`config.mk`:
```
export PLATFORM = sky130hd
export DESIGN_NAME = lfsr_bus_sched
export DESIGN_NICKNAME = d
export VERILOG_FILES = /design/src/rtl/lfsr_bus_sched.sv
export SDC_FILE = /design/constraint.sdc
export NUM_CORES = 1
export LEC_CHECK = 0
export BUFFER_PORTS_ARGS = -buffer_cell sky130_fd_sc_hd__buf_2
export CAP_MARGIN = 5
export CORE_AREA = 2 2 223 225
export DETAILED_ROUTE_END_ITERATION = 6
export DIE_AREA = 0 0 225 227
export PLACE_DENSITY_LB_ADDON = 0.3
export SETUP_SLACK_MARGIN = 0.2
export SYNTH_ARGS = -nofsm -noshare
export SYNTH_HDL_FRONTEND = slang
export SYNTH_SLANG_ARGS = --single-unit
```
`constraint.sdc`:
```
create_clock -name clk -period 2 [get_ports clk]
set_clock_uncertainty 0.05 [all_clocks]
set_input_delay 0.1 -clock clk [delete_from_list [all_inputs] [get_ports clk]]
set_output_delay 0.1 -clock clk [all_outputs]
set_load 0.1 [all_outputs]
```
`src/rtl/lfsr_bus_sched.sv`:
```
// rtl/lfsr_bus_sched.sv - round-robin word-read scheduler for the 16-channel LFSR bus array
// One request is granted at a time, strobed onto (a, rd), and the addressed word is returned with its requester ID.
module lfsr_bus_sched #(
    parameter int NREQ   = 4,
    parameter int RD_LAT = 1,
    parameter int IDW    = 2
) (
    input  logic              clk,
    input  logic              rst,
    input  logic [NREQ-1:0]   req,
    input  logic [4*NREQ-1:0] req_addr,
    output logic [NREQ-1:0]   gnt,
    output logic [3:0]        a,
    output logic              rd,
    input  logic [511:0]      d_bus,
    output logic [31:0]       rdata,
    output logic              rvalid,
    output logic [IDW-1:0]    rid,
    output logic              busy
);

    typedef enum logic [1:0] {IDLE, ISSUE, WAIT, RESP} state_t;

    state_t         state, state_n;
    logic [IDW-1:0] ptr, ptr_n, id_q, id_n, rid_n, win, hi_win, lo_win;
    logic [3:0]     addr_q, addr_n;
    logic [2:0]     cnt, cnt_n;
    logic [NREQ-1:0] gnt_n;
    logic [31:0]    rdata_n;
    logic           rd_n, rvalid_n, busy_n, hi_found;

    // Two-pass search: lowest requester above ptr wins, else lowest at or below ptr.
    always_comb begin
        hi_found = 1'b0;
        hi_win   = '0;
        lo_win   = '0;
        for (int i = NREQ - 1; i >= 0; i--) begin
            if (req[i]) begin
                if (i > int'(ptr)) begin
                    hi_found = 1'b1;
                    hi_win   = IDW'(i);
                end else begin
                    lo_win = IDW'(i);
                end
            end
        end
        win = hi_found ? hi_win : lo_win;
    end

    always_comb begin
        state_n  = state;
        ptr_n    = ptr;
        id_n     = id_q;
        addr_n   = addr_q;
        cnt_n    = cnt;
        gnt_n    = '0;
        rd_n     = 1'b0;
        rvalid_n = 1'b0;
        rdata_n  = rdata;
        rid_n    = rid;
        case (state)
            IDLE: begin
                if (|req) begin
                    id_n    = win;
                    addr_n  = req_addr[{win, 2'b00} +: 4];
                    ptr_n   = win;
                    gnt_n   = NREQ'(1) << win;
                    rd_n    = 1'b1;
                    state_n = ISSUE;
                end
            end
            ISSUE: begin
                cnt_n   = 3'(RD_LAT - 1);
                state_n = WAIT;
            end
            WAIT: begin
                if (cnt == 3'd0) begin
                    rdata_n  = d_bus[{addr_q, 5'b00000} +: 32];
                    rid_n    = id_q;
                    rvalid_n = 1'b1;
                    state_n  = RESP;
                end else begin
                    cnt_n = cnt - 3'd1;
                end
            end
            RESP: state_n = IDLE;
            default: state_n = IDLE;
        endcase
        busy_n = (state_n != IDLE);
    end

    always_ff @(posedge clk or posedge rst) begin
        if (rst) begin
            state <= IDLE;
        end else begin
            state <= state_n;
        end
    end

    always_ff @(posedge clk or posedge rst) begin
        if (rst) begin
            ptr    <= IDW'(NREQ - 1);
            id_q   <= '0;
            addr_q <= '0;
            cnt    <= '0;
            gnt    <= '0;
            rd     <= 1'b0;
            rvalid <= 1'b0;
            rdata  <= '0;
            rid    <= '0;
            busy   <= 1'b0;
        end else begin
            ptr    <= ptr_n;
            id_q   <= id_n;
            addr_q <= addr_n;
            cnt    <= cnt_n;
            gnt    <= gnt_n;
            rd     <= rd_n;
            rvalid <= rvalid_n;
            rdata  <= rdata_n;
            rid    <= rid_n;
            busy   <= busy_n;
        end
    end

    assign a = addr_q;

endmodule
```
Word-level counts from Yosys, hierarchy flattened
Index checks and enable logic that the tools add are counted.

cells by class
  $add $sub $neg = 1
  $lt $le $gt $ge = 3
  equality and inequality tests = 4
  shift-type cells = 3
  mux-type cells = 31
  reduce and logical (&&, ||, !) cells = 8

operators by type and width
  cell                 count
  $shiftx 512x10->32   1
  $mux 2               16
  $shiftx 16x5->4      1
  $mux 1               10
  $mux 4               2
  $pmux 2 s4           1
  $pmux 3 s2           1
  $reduce_and 2->1     3
  $eq 2x2->1 const B   2
  $gt 2x2->1 const A   2
  $reduce_bool 2->1    2
  $reduce_or 4->1      1
  $shl 1x2->4 const A  1
  $logic_not 3->1      1
  $mux 3               1
  $sub 3x1->3 const B  1
  $eq 2x1->1 const B   1
  $gt 1x2->1 const A   1
  $logic_not 2->1      1
  $ne 2x2->1 const B   1

word-level totals
  flip-flop bits (word level) = 54
  bits of input ports = 534
  output and inout bits = 45
  word-level logic and storage cells = 61

Depth between registers and ports, before layout
  word-level depth = 12
  depth in mapped cells = 8
  mapped depth without buffers = 7

Least setup slack after synthesis
OpenSTA, ideal clock, no wires.

  path kind = register to register
  start point = register addr_q[1] (netlist: a[1])
  end point = register rdata[27]
  setup time = 0.128 ns
  arrival = 2.404 ns
  required time = 1.822 ns
  path slack = -0.583 ns
  cell stages (with the launch flop) = 7
  buffers on the path = 2
  cell sequence = dfrtp_1 > buf_6 > buf_2 > mux4_2 > mux2_2 > a22oi_1 > o21ai_1

on the way
  cells in the longest elaborated chain, start to end = 1

ends and longest elaborated chain
  element                 RTL line  source
  from (decl)             26        logic [3:0] addr_q, addr_n;
  from (signal assigned)  115       addr_q <= addr_n;
  $shiftx 512x10->32      78        rdata_n = d_bus[{addr_q, 5'b00000} +: 32];
  to (signal assigned)    120       rdata <= rdata_n;
  to (decl)               16        output logic [31:0] rdata,

Every way passes these cells.
A chain may end at the register's enable or synchronous reset.

Worst setup path after layout
  start point = register addr_q[1] (netlist: a[1])
  end point = register rdata[9]

The elaborated chain is that of the path after synthesis.

==> metrics.cfg <==
[run_status]
status = complete, but fails checks
violations = setup timing

[final_layout]
instances_no_fill = 1763
finalNetCount = 1674
layout.area.seq_mm2 = 0.00137
drive_gt1_frac = 0.713
fillers = 5308
multi_input_area_mm2 = 0.00481
design_area_mm2 = 0.0109
area_growth_pct = 73.4

[clocking]
htreeDepth = 2
cts_tree = done
root_buffer = clkbuf_16
numCtsBuffers = 5
clk_pin_slew_ns = 0.10
clockBufferDepth = 2
cts_sinks = 54
clock_latency_ns = 0.34

[placed_design]
place_inst = 1737
place_hpwl_mm = 30.5
gp_congestion = 0.847
dpl_worst_slack_ns = -0.0581
io_buffers = 578
placed_cell_area_mm2 = 0.0104

[route]
postRouteAntennaNets = 0
drc = 0
vias = 7591
wirelength_mm = 38.1
first_pass_iters = 5
via_per_inst = 4.31
initialDrtViolationCount = 355
post_drt_wl_per_cell_um = 21.6

[power]
p_int_uw = 8220
p_leak_uw = 0.00534
power.density_mw_per_mm2 = 1600
p_sw_frac = 0.530
pwr-share-clk = 0.062
p_switching_uw = 9280
p_seq_frac = 0.120
combPwrFrac = 0.818
max-vdd-ir-drop_mv = 0.727

[floorplanning]
core_area_mm2 = 0.0485
dieWidth_um = 225
start_util = 0.130
die_area_mm2 = 0.0511
ioPinCount = 579
num_rows = 81
die_h_um = 227

[worst_setup_path]
required_ns = 2.17
start_kind = register
cp_max_fo = 12
critPathKind = register to register
cp.arrival_ns = 2.18
crit_path_end_kind = register

[global_route]
grt_pass1_wl_mm = 50.4
grt_max_degree = 63
grt_pass1_vias = 7818
grt-ovfl-total = 0
grtUsageTotal = 0.138
antenna_found_initial = 13

[timing]
hold_viol = 0
worstMarginPinSlew_ns = 0.556
fin_ws_ns = -0.0173
min_period_ns = 2.02
post-route-period-util = 1.01
slew_viol_final = 0
fmax_ghz = 0.496
setup_viol = 3
slew_headroom = 0.632
rsz0062_at_grt = yes

[worst_hold_path]
hp-class = input pin to register

[synthesis]
syn_area_per_cell_um2 = 11.7
synth-seq-cells = 54
synthCells = 540
synth-warning-count = 0
syn-cell-area_mm2 = 0.00630
syn-num-nets = 1079
ys_seq_area_frac = 0.215
yosysUniqueCellTypes = 46

[run]
maxCapViolCount = 0

[final timing paths]
path | cells past startpoint | endpoint | startpoint | slack, ns
min in group asynchronous | 4 | rdata[29] | rst | 0.33
worst min register to register | 2 | rid[1] | id_q[1] | 0.42
worst max-delay path | 6 | rdata[9] | a[1] | -0.02
worst max register to register | 6 | rdata[9] | a[1] | -0.02
max in group asynchronous | 4 | a[1] | rst | 1.14
worst min-delay path | 3 | a[2] | req_addr[14] | 0.05
[metal layers]
metal | wire, um | up-vias | GRT usage | part of all wire
li1 | - | 3427 | - | -
met1 | 13900 | 3646 | 0.150 | 0.36
met2 | 20200 | 452 | 0.262 | 0.53
met3 | 2890 | 58 | 0.0256 | 0.076
met4 | 1150 | 8 | 0.0579 | 0.030
met5 | 46 | - | 0 | 0.0012
[final cells by class]
| cell class | count | share of cell area |
|---|---|---|
| Antenna cell | 5 | 0.00114 |
| Clock buffer | 6 | 0.0127 |
| Clock inverter | 2 | 0.00160 |
| Inverter | 12 | 0.00412 |
| Multi-Input combinational cell | 414 | 0.440 |
| Sequential cell | 54 | 0.125 |
| Tap cell | 622 | 0.0712 |
| Timing Repair Buffer | 648 | 0.344 |
[power by group through the flow]
stage	Combinational (uW)	Clock [uW]	Sequential [uW]
5_1_grt	15100	1200	2160
2_1_floorplan	6690	0	4960
6_report	14300	1090	2100
3_5_place_dp	13500	0	2070
4_1_cts	14200	1200	2090
3_3_place_gp	13500	0	2070
[cell usage in the layout (no fill, tap or decap), types with 3 or more instances in the layout]
| cell | n |
|---|---|
| buf_2 | 576 |
| mux4_2 | 94 |
| mux2i_1 | 67 |
| dfrtp_1 | 49 |
| o21ai_1 | 39 |
| buf_4 | 38 |
| a22o_1 | 32 |
| mux2_4 | 31 |
| o21ai_0 | 29 |
| a22oi_2 | 17 |
| nand2_1 | 16 |
| buf_12 | 16 |
| a22oi_1 | 15 |
| buf_6 | 10 |
| nor2_1 | 9 |
| inv_1 | 8 |
| clkbuf_16 | 7 |
| a31oi_1 | 6 |
| diode_2 | 5 |
| o211ai_1 | 5 |
| ha_1 | 5 |
| nor2b_1 | 4 |
| a41oi_1 | 4 |
| a32oi_1 | 4 |
| nand2b_1 | 3 |
| inv_2 | 3 |
| or2_1 | 3 |
| a21oi_1 | 3 |
| dfrtp_4 | 3 |
| buf_16 | 3 |
| dlygate4sd3_1 | 3 |
[through the flow]
| step | power (uW) | util | hold slack, ns | TNS (ns) |
|---|---|---|---|---|
| 6_report | 17500 | 0.225 | 0.0542 | -0.0267 |
| 4_1_cts | 17500 | 0.222 | 0.0213 | -0.165 |
| 3_5_place_dp | 15600 | 0.214 | 0.164 | -0.515 |
| 5_1_grt | 18500 | 0.225 | 0.0469 | -1.46 |
| 3_3_place_gp | 15500 | 0.214 | 0.169 | -0.197 |
| 2_1_floorplan | 11700 | - | 0.217 | -7.68 |
[synth_stat cells (all sizes together)]
cell type  count  area (um2)
or2            3        18.8
o21ai         68         340
a31oi          6        37.5
nor2          10        37.5
nand3b         2        15.0
ha             5        62.6
buf           22         175
nor2b          5        31.3
nand4          1        6.26
mux2i         67         671
dfstp          2        52.6
nand2         16        60.1
a21oi          3        15.0
o22ai          2        12.5
o221ai         1        8.76
or3            2        12.5
clkinv         1        3.75
mux2          32         360
clkbuf        38         143
o31ai          2        20.0
o21ba          1        10.0
inv           11        41.3
o211ai         5        37.5
a22oi         32         240
mux4          94        2120
xnor2          1        8.76
a41oi          4        35.0
a32oi          4        35.0
dfrtp         52        1300
a2bb2oi        2        17.5
a22o          32         280
o2bb2ai        1        8.76
and2           3        18.8
a21o           1        7.51
nand2b         3        18.8
and3           1        6.26
a221o          2        20.0
o21a           1        7.51
nand3          2        10.0
[registers in the layout, summed over array words and instances, names as in the netlist]
name    cells
id_q        2
ptr         2
gnt         4
rid         2
a           4
cnt         3
state       2
busy        1
rd          1
rvalid      1
rdata      32
[what timing repair did]
action	CTS	global route
resized for setup	27	18
setup endpoints to repair	35	35
endpoints found under the hold margin	54	0
cloned	3	2
hold buffers	3	0
setup buffers	4	1
pin swaps	0	0
[logic make-up (layout without fill, tap and decap cells)]
logic type / Yosys count / in the layout / share of synthesized area
XOR/XNOR: 1 / 1 / 0.00139
multiplexers: 193 / 193 / 0.499
buffers and inverters: 72 / 668 / 0.0576
flip-flops: 54 / 54 / 0.215
adder cells (fa/ha/maj): 5 / 5 / 0.00992
AO/OA/AOI/OAI: 167 / 167 / 0.180
AND/OR/NAND/NOR: 48 / 48 / 0.0373
other: 0 / 5 / 0
[critical path, stage by stage (launching register included)]
cell	delay [ns]
dfrtp_4	0.49
buf_12	0.18
buf_4	0.15
mux4_2	0.49
mux2_4	0.27
a22oi_1	0.14
o21ai_1	0.10
(Power assumes the default switching activity.)
